**src/rtl/ball_motion_ctrl.sv**
```systemverilog
// ball_motion_ctrl
// Moves a square ball across a VGA playfield from two tilt inputs. Position
// updates happen once per motion tick (every TICK_DIV clocks). Each axis moves
// independently, saturates at the playfield edges and can be blocked per
// direction by per-portion maze collision flags. A registered sprite lookup
// reports whether the current VGA pixel lies inside the ball, and if so which
// sprite ROM word it maps to.
//
// Optional feature macro: BALL_GOAL_DETECT_EN
//   defined   : entering the goal window starts a HOLD_TICKS celebration
//               (goal high, position frozen), counts the goal, then respawns
//               at (RESTART_X, RESTART_Y).
//   undefined : no GOAL state; goal and goal_count are tied to 0 and the ball
//               passes freely through the goal window.
//
// Ports
//   clk, rst               clock, synchronous active-high reset
//   x_axis, y_axis         signed tilt; negative = left / up
//   stop_*_portions        per-portion collision flags, any bit blocks that direction
//   hcounter, vcounter     current VGA pixel coordinates
//   x_ball, y_ball         top-left ball position
//   ball_en, ball_addr     registered sprite hit flag and sprite ROM address
//   goal, goal_count       celebration flag and saturating goal count
//   fsm_state              current FSM state (SPAWN=0, PLAY=1, GOAL=2)
module ball_motion_ctrl #(
  parameter int SCREEN_W   = 640,
  parameter int SCREEN_H   = 480,
  parameter int BALL_WIDTH = 8,
  parameter int N_PORTIONS = 6,
  parameter int TICK_DIV   = 1024,
  parameter int AXIS_SHIFT = 5,
  parameter int MAX_STEP   = 4,
  parameter int DEADZONE   = 8,
  parameter int START_X    = 40,
  parameter int START_Y    = 0,
  parameter int RESTART_X  = 100,
  parameter int RESTART_Y  = 0,
  parameter int GOAL_X_MIN = 575,
  parameter int GOAL_X_MAX = 590,
  parameter int GOAL_Y_MIN = 450,
  parameter int GOAL_Y_MAX = 500,
  parameter int HOLD_TICKS = 60,
  localparam int AW = $clog2(BALL_WIDTH * BALL_WIDTH)
) (
  input  logic                  clk,
  input  logic                  rst,
  input  logic [9:0]            x_axis,
  input  logic [9:0]            y_axis,
  input  logic [N_PORTIONS-1:0] stop_right_portions,
  input  logic [N_PORTIONS-1:0] stop_left_portions,
  input  logic [N_PORTIONS-1:0] stop_up_portions,
  input  logic [N_PORTIONS-1:0] stop_down_portions,
  input  logic [10:0]           hcounter,
  input  logic [10:0]           vcounter,
  output logic [10:0]           x_ball,
  output logic [10:0]           y_ball,
  output logic                  ball_en,
  output logic [AW-1:0]         ball_addr,
  output logic                  goal,
  output logic [7:0]            goal_count,
  output logic [1:0]            fsm_state
);

  localparam int CW = $clog2(TICK_DIV);
  localparam logic [CW-1:0] TICK_LAST = CW'(TICK_DIV - 1);
  localparam logic [10:0] X_MAX    = 11'(SCREEN_W - BALL_WIDTH);
  localparam logic [10:0] Y_MAX    = 11'(SCREEN_H - BALL_WIDTH);
  localparam logic [9:0]  DZ       = 10'(DEADZONE);
  localparam logic [10:0] STEP_MAX = 11'(MAX_STEP);

`ifdef BALL_GOAL_DETECT_EN
  typedef enum logic [1:0] {SPAWN = 2'd0, PLAY = 2'd1, GOAL = 2'd2} state_t;
  localparam int HW = $clog2(HOLD_TICKS + 1);
  localparam logic [HW-1:0] HOLD_LAST = HW'(HOLD_TICKS - 1);
`else
  typedef enum logic [1:0] {SPAWN = 2'd0, PLAY = 2'd1} state_t;
`endif

  // 10-bit magnitude: -512 maps to 512, which still fits unsigned.
  function automatic logic [10:0] calc_step(input logic [9:0] tilt);
    logic [9:0] mag;
    logic [9:0] sh;
    mag = tilt[9] ? (~tilt + 10'd1) : tilt;
    sh  = mag >> AXIS_SHIFT;
    if (mag < DZ)                 return 11'd0;
    else if ({1'b0, sh} > STEP_MAX) return STEP_MAX;
    else                          return {1'b0, sh};
  endfunction

  // Saturating move; a blocked direction leaves the position untouched.
  function automatic logic [10:0] move(input logic [10:0] pos, input logic [10:0] step,
                                       input logic neg, input logic blocked,
                                       input logic [10:0] lim);
    logic [11:0] sum;
    sum = {1'b0, pos} + {1'b0, step};
    if (blocked)          return pos;
    else if (neg)         return (pos < step) ? 11'd0 : pos - step;
    else if (sum > {1'b0, lim}) return lim;
    else                  return sum[10:0];
  endfunction

  state_t          state, state_next;
  logic [CW-1:0]   tick_cnt;
  logic            tick;
  logic            x_block, y_block;
  logic [10:0]     x_mv, y_mv, x_d, y_d;
  logic            hit;
  logic [10:0]     dx, dy;
  logic [AW-1:0]   addr_d;

  assign tick      = (tick_cnt == TICK_LAST);
  assign fsm_state = state;

  assign x_block = x_axis[9] ? (|stop_left_portions) : (|stop_right_portions);
  assign y_block = y_axis[9] ? (|stop_up_portions)   : (|stop_down_portions);
  assign x_mv    = move(x_ball, calc_step(x_axis), x_axis[9], x_block, X_MAX);
  assign y_mv    = move(y_ball, calc_step(y_axis), y_axis[9], y_block, Y_MAX);

`ifdef BALL_GOAL_DETECT_EN
  logic [HW-1:0] hold_cnt, hold_d;
  logic [7:0]    count_r, count_d;
  logic          in_goal;

  assign in_goal = (x_mv > 11'(GOAL_X_MIN)) && (x_mv < 11'(GOAL_X_MAX)) &&
                   (y_mv > 11'(GOAL_Y_MIN)) && (y_mv < 11'(GOAL_Y_MAX));
  assign goal       = (state == GOAL);
  assign goal_count = count_r;
`else
  assign goal       = 1'b0;
  assign goal_count = 8'd0;
`endif

  always_comb begin
    state_next = state;
    x_d        = x_ball;
    y_d        = y_ball;
`ifdef BALL_GOAL_DETECT_EN
    hold_d     = hold_cnt;
    count_d    = count_r;
`endif
    case (state)
      SPAWN: begin
        x_d        = 11'(START_X);
        y_d        = 11'(START_Y);
        state_next = PLAY;
      end
      PLAY: begin
        if (tick) begin
          x_d = x_mv;
          y_d = y_mv;
`ifdef BALL_GOAL_DETECT_EN
          if (in_goal) begin
            state_next = GOAL;
            hold_d     = '0;
            if (count_r != 8'hFF) count_d = count_r + 8'd1;
          end
`endif
        end
      end
`ifdef BALL_GOAL_DETECT_EN
      // Position stays frozen until the last celebration tick respawns it.
      GOAL: begin
        if (tick) begin
          if (hold_cnt == HOLD_LAST) begin
            x_d        = 11'(RESTART_X);
            y_d        = 11'(RESTART_Y);
            state_next = PLAY;
          end else begin
            hold_d = hold_cnt + 1'b1;
          end
        end
      end
`endif
      default: state_next = SPAWN;
    endcase
  end

  // Sprite hit window is (x, x+BALL_WIDTH] horizontally and likewise vertically.
  assign hit = ({1'b0, hcounter} > {1'b0, x_ball}) &&
               ({1'b0, hcounter} <= {1'b0, x_ball} + 12'(BALL_WIDTH)) &&
               ({1'b0, vcounter} > {1'b0, y_ball}) &&
               ({1'b0, vcounter} <= {1'b0, y_ball} + 12'(BALL_WIDTH));
  assign dx     = hcounter - x_ball - 11'd1;
  assign dy     = vcounter - y_ball - 11'd1;
  assign addr_d = AW'(BALL_WIDTH) * AW'(dy) + AW'(dx);

  always_ff @(posedge clk) begin
    if (rst) begin
      tick_cnt  <= '0;
      state     <= SPAWN;
      x_ball    <= 11'(START_X);
      y_ball    <= 11'(START_Y);
      ball_en   <= 1'b0;
      ball_addr <= '0;
`ifdef BALL_GOAL_DETECT_EN
      hold_cnt  <= '0;
      count_r   <= 8'd0;
`endif
    end else begin
      tick_cnt  <= tick ? '0 : tick_cnt + 1'b1;
      state     <= state_next;
      x_ball    <= x_d;
      y_ball    <= y_d;
      ball_en   <= hit;
      ball_addr <= hit ? addr_d : '0;
`ifdef BALL_GOAL_DETECT_EN
      hold_cnt  <= hold_d;
      count_r   <= count_d;
`endif
    end
  end

endmodule

```
**config.mk**
```make
export PLATFORM = sky130hd
export DESIGN_NAME = ball_motion_ctrl
export DESIGN_NICKNAME = d
export VERILOG_FILES = /design/src/rtl/ball_motion_ctrl.sv
export SDC_FILE = /design/constraint.sdc
export NUM_CORES = 1
export LEC_CHECK = 0
export CORE_MARGIN = 2
export CORE_UTILIZATION = 40
export DETAILED_ROUTE_END_ITERATION = 10
export GPL_ROUTABILITY_DRIVEN = 0
export PLACE_DENSITY = 0.71
export SYNTH_ARGS = -nofsm -noshare
export SYNTH_HDL_FRONTEND = slang
export SYNTH_SLANG_ARGS = --single-unit
```
**constraint.sdc**
```tcl
create_clock -name clk -period 4.59 [get_ports clk]
set_clock_uncertainty 0.2 [all_clocks]
set_input_delay 0.918 -clock clk [delete_from_list [all_inputs] [get_ports clk]]
set_output_delay 0.918 -clock clk [all_outputs]
set_load 0.01 [all_outputs]
```
# Word level (Yosys, flattened, before mapping)
# Cells that the tools add are included.
[totals]
reg_bits = 41
input_bits = 68
word_cells = 74
output_inout_bits = 40
[classes]
n_mux = 21
bitwise_logic = 3
reduce_logical = 13
eq_ne = 5
n_addsub = 14
order_cmp = 12
[ops]
columns = ["cell", "n"]
rows = [
  ["two-way mux 11 bit", 11],
  ["case mux 11 bit (2 select lines)", 2],
  ["adder 10 x 1 -> 10 bit, second input constant", 3],
  ["adder 11 x 4 -> 12 bit, second input constant", 2],
  ["<= comparator 11 x 12 -> 1 bit", 2],
  ["OR reduction 6 bit", 4],
  ["greater-than comparator 11 bit", 2],
  ["less-than comparator 10 x 4 -> 1 bit, second input constant", 2],
  ["two-way mux 10 bit", 2],
  ["inverter 10 bit", 2],
  ["two-way mux 5 bit", 3],
  ["adder 11 x 11 -> 12 bit", 1],
  ["adder 11 x 5 -> 12 bit", 1],
  ["greater-than comparator 12 x 10 -> 1 bit, second input constant", 1],
  ["greater-than comparator 12 x 9 -> 1 bit, second input constant", 1],
  ["less-than comparator 11 bit", 1],
  ["less-than comparator 11 x 5 -> 1 bit", 1],
  ["subtractor 11 bit", 1],
  ["subtractor 11 x 5 -> 11 bit", 1],
  ["== test 10 bit, second input constant", 1],
  ["greater-than comparator 5 x 3 -> 1 bit, second input constant", 2],
  ["adder 6 bit", 1],
  ["inequality test 2 bit, second input constant", 3],
  ["AND reduction 3 bit", 2],
  ["other kinds (12)", 16],
]

# Depth between registers and ports, before layout
[logic_depth]
word_depth = 13
ltp_mapped = 18
mapped_depth_nobuf = 18

# Least setup slack after synthesis
# No wires, ideal clock.
[synth_timing]
kind = "input port to flip-flop"
from = "in x_axis[4]"
to = "reg x_ball[0]"
path_stages = 14
required_ns = 4.273
setup_time_ns = 0.117
path_buffers = 0
arrival_time_ns = 4.151
path_slack_ns = 0.122
path_cell_list = "or4_1 nor3_1 xnor2_1 a22oi_1 inv_1 fa_1 nor2b_2 o211ai_2 nand3_1 a2111o_1 o211a_1 o21ai_2 nand2_1 a32o_1"
[synth_between]
elab_chain_cells = 13
word_cells_on_any_way = 17
cone_classes = "add/sub (3); order compare (4); mux (9); bitwise (1)"
[synth_lines]
columns = ["element", "line", "rtl"]
rows = [
  ["start, declared", "47", "input logic [9:0] x_axis,"],
  ["inverter 10 bit", "83", "mag = tilt[9] ? (~tilt + 10'd1) : tilt;"],
  ["adder 10 x 1 -> 10 bit", "83", ""],
  ["two-way mux 10 bit *", "83", ""],
  ["greater-than comparator 5 x 3 -> 1 bit", "86", "else if ({1'b0, sh} > STEP_MAX) return STEP_MAX;"],
  ["two-way mux 5 bit", "86", ""],
  ["two-way mux 11 bit *", "85", "if (mag < DZ) return 11'd0;"],
  ["adder 11 x 11 -> 12 bit", "95", "sum = {1'b0, pos} + {1'b0, step};"],
  ["greater-than comparator 12 x 10 -> 1 bit", "98", "else if (sum > {1'b0, lim}) return lim;"],
  ["two-way mux 11 bit", "98", ""],
  ["two-way mux 11 bit *", "97", "else if (neg) return (pos < step) ? 11'd0 : pos - step;"],
  ["two-way mux 11 bit *", "96", "if (blocked) return pos;"],
  ["two-way mux 11 bit *", "148", "if (tick) begin"],
  ["case mux 11 bit (2 select lines) *", "141", "case (state)"],
  ["end signal, assigned", "191", "x_ball <= 11'(START_X);"],
  ["end, declared", "55", "output logic [10:0] x_ball,"],
]
# Every way passes the cells marked *; elsewhere a longest branch is shown, timed or not. The select of a mux whose other input is x is not followed.
# A chain may end at the register's enable or synchronous reset.

# Worst setup path in the final report
[layout_timing]
from = "in y_axis[3]"
to = "reg y_ball[0]"
[layout_between]
elab_chain_cells = 13
word_cells_on_any_way = 17
cone_classes = "add/sub (3); order compare (4); mux (9); bitwise (1)"
[layout_lines]
columns = ["element", "line", "rtl"]
rows = [
  ["start, declared", "48", "input logic [9:0] y_axis,"],
  ["inverter 10 bit", "83", ""],
  ["adder 10 x 1 -> 10 bit", "83", ""],
  ["two-way mux 10 bit *", "83", ""],
  ["greater-than comparator 5 x 3 -> 1 bit", "86", ""],
  ["two-way mux 5 bit", "86", ""],
  ["two-way mux 5 bit *", "85", ""],
  ["adder 11 x 5 -> 12 bit", "95", ""],
  ["greater-than comparator 12 x 9 -> 1 bit", "98", ""],
  ["two-way mux 11 bit", "98", ""],
  ["two-way mux 11 bit *", "97", ""],
  ["two-way mux 11 bit *", "96", ""],
  ["two-way mux 11 bit *", "148", ""],
  ["case mux 11 bit (2 select lines) *", "141", ""],
  ["end signal, assigned", "192", "y_ball <= 11'(START_Y);"],
  ["end signal, assigned", "203", "y_ball <= y_d;"],
  ["end, declared", "56", "output logic [10:0] y_ball,"],
]
# Marked as above.

==> metrics.md <==
| Metric | Value |
|---|---|
| Status | `finished with violations` |
| Violations in the final reports | `DRC` |
| Main area contributors after synthesis | `ha_1, dfxtp_1, xnor2_1, inv_1, a21oi_1` |
| Synth async-reset ratio | `0%` |
| Max_cap viols | `0` |
| Setup WS pre-CTS | `-0.388 ns` |
| Min cycle time layout | `4.51 ns` |
| Maximum vdd ir drop | `0.112 mV` |
| GRT Total Usage | `a little over a fifth` |
| CTS tree | `yes` |
| Crit path largest cell delay | `approximately 0.5 ns` |
| Slew headroom | `57.3%` |
| Vert. Die Dim | `around 110 µm` |
| Worst Setup End Kind | `flip-flop` |
| Layout cells sized above 1 | `12.3%` |
| Drt total wl | `14.0 mm` |
| Max Used Layer | `met4` |
| Initial core utilization | `just over 40%` |
| Deepest clock path buffer count | `2` |
| DR WL met3 | `946 µm` |
| Die W | `113 µm` |
| Clock Root Buffer | `clkbuf_16` |
| DRT iter0 DRCs | `240` |
| Mapped Cells | `625` |
| Syn Area/Cell | `7.64 µm²` |
| Final hold violations | `0` |
| Antenna viol nets, final | `0` |
| Crit path max fanout | `5` |
| Ports | `108` |
| Leak pwr | `2.65 nW` |
| Top cells by count, synth | `ha_1, inv_1, nand2_1` |
| Vias in the first global route | `4994` |
| Crit path DAT | `4.49 ns` |
| Slowest cell on the critical path | `or4b_4` |
| CP required | `4.57 ns` |
| Crit path kind | `in2reg` |
| Clock Latency Late Sink | `roughly 0.30 ns` |
| Area post-placement | `6110 µm²` |
| # DRC | `8` |
| HPWL Detailed | `11.1 mm` |
| Post-layout net count | `between 900 and 1000` |
| Startpoint types | `input port` |
| Clock transition at path regs | `approximately 0.070 ns` |
| Measured slew at the worst slew-check pin | `0.638 ns` |
| Synth Warn # | `0` |
| EDFF count, synth | `0` |
| Die area | `between 10000 and 15000 µm²` |
| DRT Pass-1 Iters | `8` |
| Worst min-delay path category | `reg2reg` |
| Largest area contributor in the netlist | `ha_1` |
| PortBufs | `97` |
| Top-count cell post-synth | `ha_1` |
| H-tree levels | `2` |
| Post-Syn Area | `4770 µm²` |
| Yosys cell types | `69` |
| TritonCTS buffer count | `5` |
| #FFs+latches synth | `40` |
| Register area share after synthesis | `about 17%` |
| Wire length on met1 | `5.73 mm` |
| Number of diodes | `0` |
| Drt via density | `5.65` |
| Slew Limit Fails | `0` |
| Area share of the largest cell type after synthesis | `approximately 18%` |
| P&R area growth vs syn | `36.0%` |
| Clock sinks | `40` |
| Row cnt | `39` |
| Final Cycle Share | `98.2%` |
| Routed len/inst | `15.5 µm` |
| Largest net degree at the start of global routing | `18` |
| PnR worst setup slack | `a little over 0.08 ns` |
| Highest clock rate | `222 MHz` |
| Total core area | `between 10000 and 15000 µm²` |
| PD cells | `161 nW/µm²` |
| Initial antenna violation count | `0` |
| Worst-path cell chain | `clkdlybuf4s50_1 -> nor3_2 -> nand2_1 -> or3_1 -> nand4_1 -> o31ai_1 -> inv_1 -> nor2_2 -> ha_2 -> inv_2 -> fa_2 -> nand3_2 -> or4b_4 -> a2111oi_2 -> mux2_4 -> o21ai_4 -> a21oi_2 -> o22ai_1` |
| DR WL met2 | `6.95 mm` |
| Post-synth top flop | `dfxtp_1` |
| Final instance area | `6490 µm²` |
| First-pass GRT wire length | `22.8 mm` |
| Total number of vias | `5122` |
| Grt total ovfl | `0` |
| Setup violators final | `0` |
[registers in the layout, summed over array words and instances, names as in the netlist]
register,count
tick_cnt,10
y_ball,11
ball_addr,6
ball_en,1
fsm_state,1
x_ball,11
[report_power, final]
part	internal, mW	switching [mW]
Clock	0.259	0.164
Sequential	0.351	0.00270
Combinational	0.142	0.129
[through the flow]
| step | hold slack, ns | power, mW | cells | utilization (%) | setup TNS (ns) |
|---|---|---|---|---|---|
| 5_1_grt | 0.329 | 1.10 | 906 | 56.4 | -0.0745 |
| 4_1_cts | 0.286 | 1.05 | 900 | 54.8 | 0 |
| 3_3_place_gp | 0.246 | 0.615 | 891 | 53.1 | -2.06 |
| 3_5_place_dp | 0.272 | 0.620 | 891 | 53.1 | -4.14 |
| 2_1_floorplan | 0.230 | 0.512 | 641 | - | 0 |
| 6_report | 0.279 | 1.05 | 906 | 56.4 | 0 |
[per-layer routing]
metal	GRT usage, %	vias to the layer above
met2	39.3	189
met4	5.69	0
li1	-	2489
met5	0	-
met3	3.80	37
met1	25.9	2407
[cells in the final DEF, fill, tap and decap left out, drive strengths merged, types with 6 or more instances in the layout]
cell type,Yosys,layout
a211oi,8,8
a21o,13,13
a21oi,40,40
a31oi,6,6
a32o,6,6
and2,6,6
buf,15,44
clkdlybuf4s50,0,94
conb,2,18
dfxtp,40,40
fa,9,9
ha,67,67
inv,60,61
nand2,51,51
nand3,30,30
nand4,11,11
nor2,48,48
nor2b,10,10
nor3,16,16
nor4,9,9
o211ai,7,7
o21ai,39,39
xnor2,34,34
xor2,12,12
[logic make-up after synthesis]
| family | after synthesis | share of synthesized area, % |
|---|---|---|
| flops | 40 | 16.8 |
| mux | 3 | 0.681 |
| xor+xnor | 46 | 8.44 |
| buf+inv | 89 | 7.97 |
| fa+ha+maj | 76 | 21.3 |
| compound gates | 164 | 23.6 |
| simple gates | 205 | 21.0 |
| other cells | 2 | 0.157 |
[layout make-up]
class / instances / area [µm²]
fillers: 1069 / 5020
multi-input cells: 512 / 3800
repair buffers: 141 / 1310
flip-flops and latches: 40 / 801
inverters: 62 / 233
well taps: 143 / 179
clock buffers: 5 / 125
clock inverters: 3 / 46.3
[timing repair]
item	4_1_cts	5_1_grt
setup buffers	1	7
pin swaps	3	21
resized for setup	5	31
endpoints found under the setup margin	3	16
hold endpoints to repair	0	0
hold buffers	0	0
cloned	0	0
[worst max-delay path: cells and delay by family]
family / cells / cell delay, ns
and+or+nand+nor: 7 / 1.30
adders and majority gates: 2 / 0.63
AOI/OAI and AO/OA: 5 / 0.85
buffers and inverters: 3 / 0.56
muxes: 1 / 0.23
[final timing paths]
| kind | start | end | slack, ns | depth (start not counted) |
|---|---|---|---|---|
| setup / recovery | y_axis[3] | y_ball[0] | 0.08 | 18 |
| hold / removal | tick_cnt[0] | tick_cnt[0] | 0.28 | 1 |
| setup reg to reg | y_ball[7] | ball_addr[2] | 1.10 | 10 |
| hold reg to reg | tick_cnt[0] | tick_cnt[0] | 0.28 | 1 |
Power figures use the tool's default switching activity.
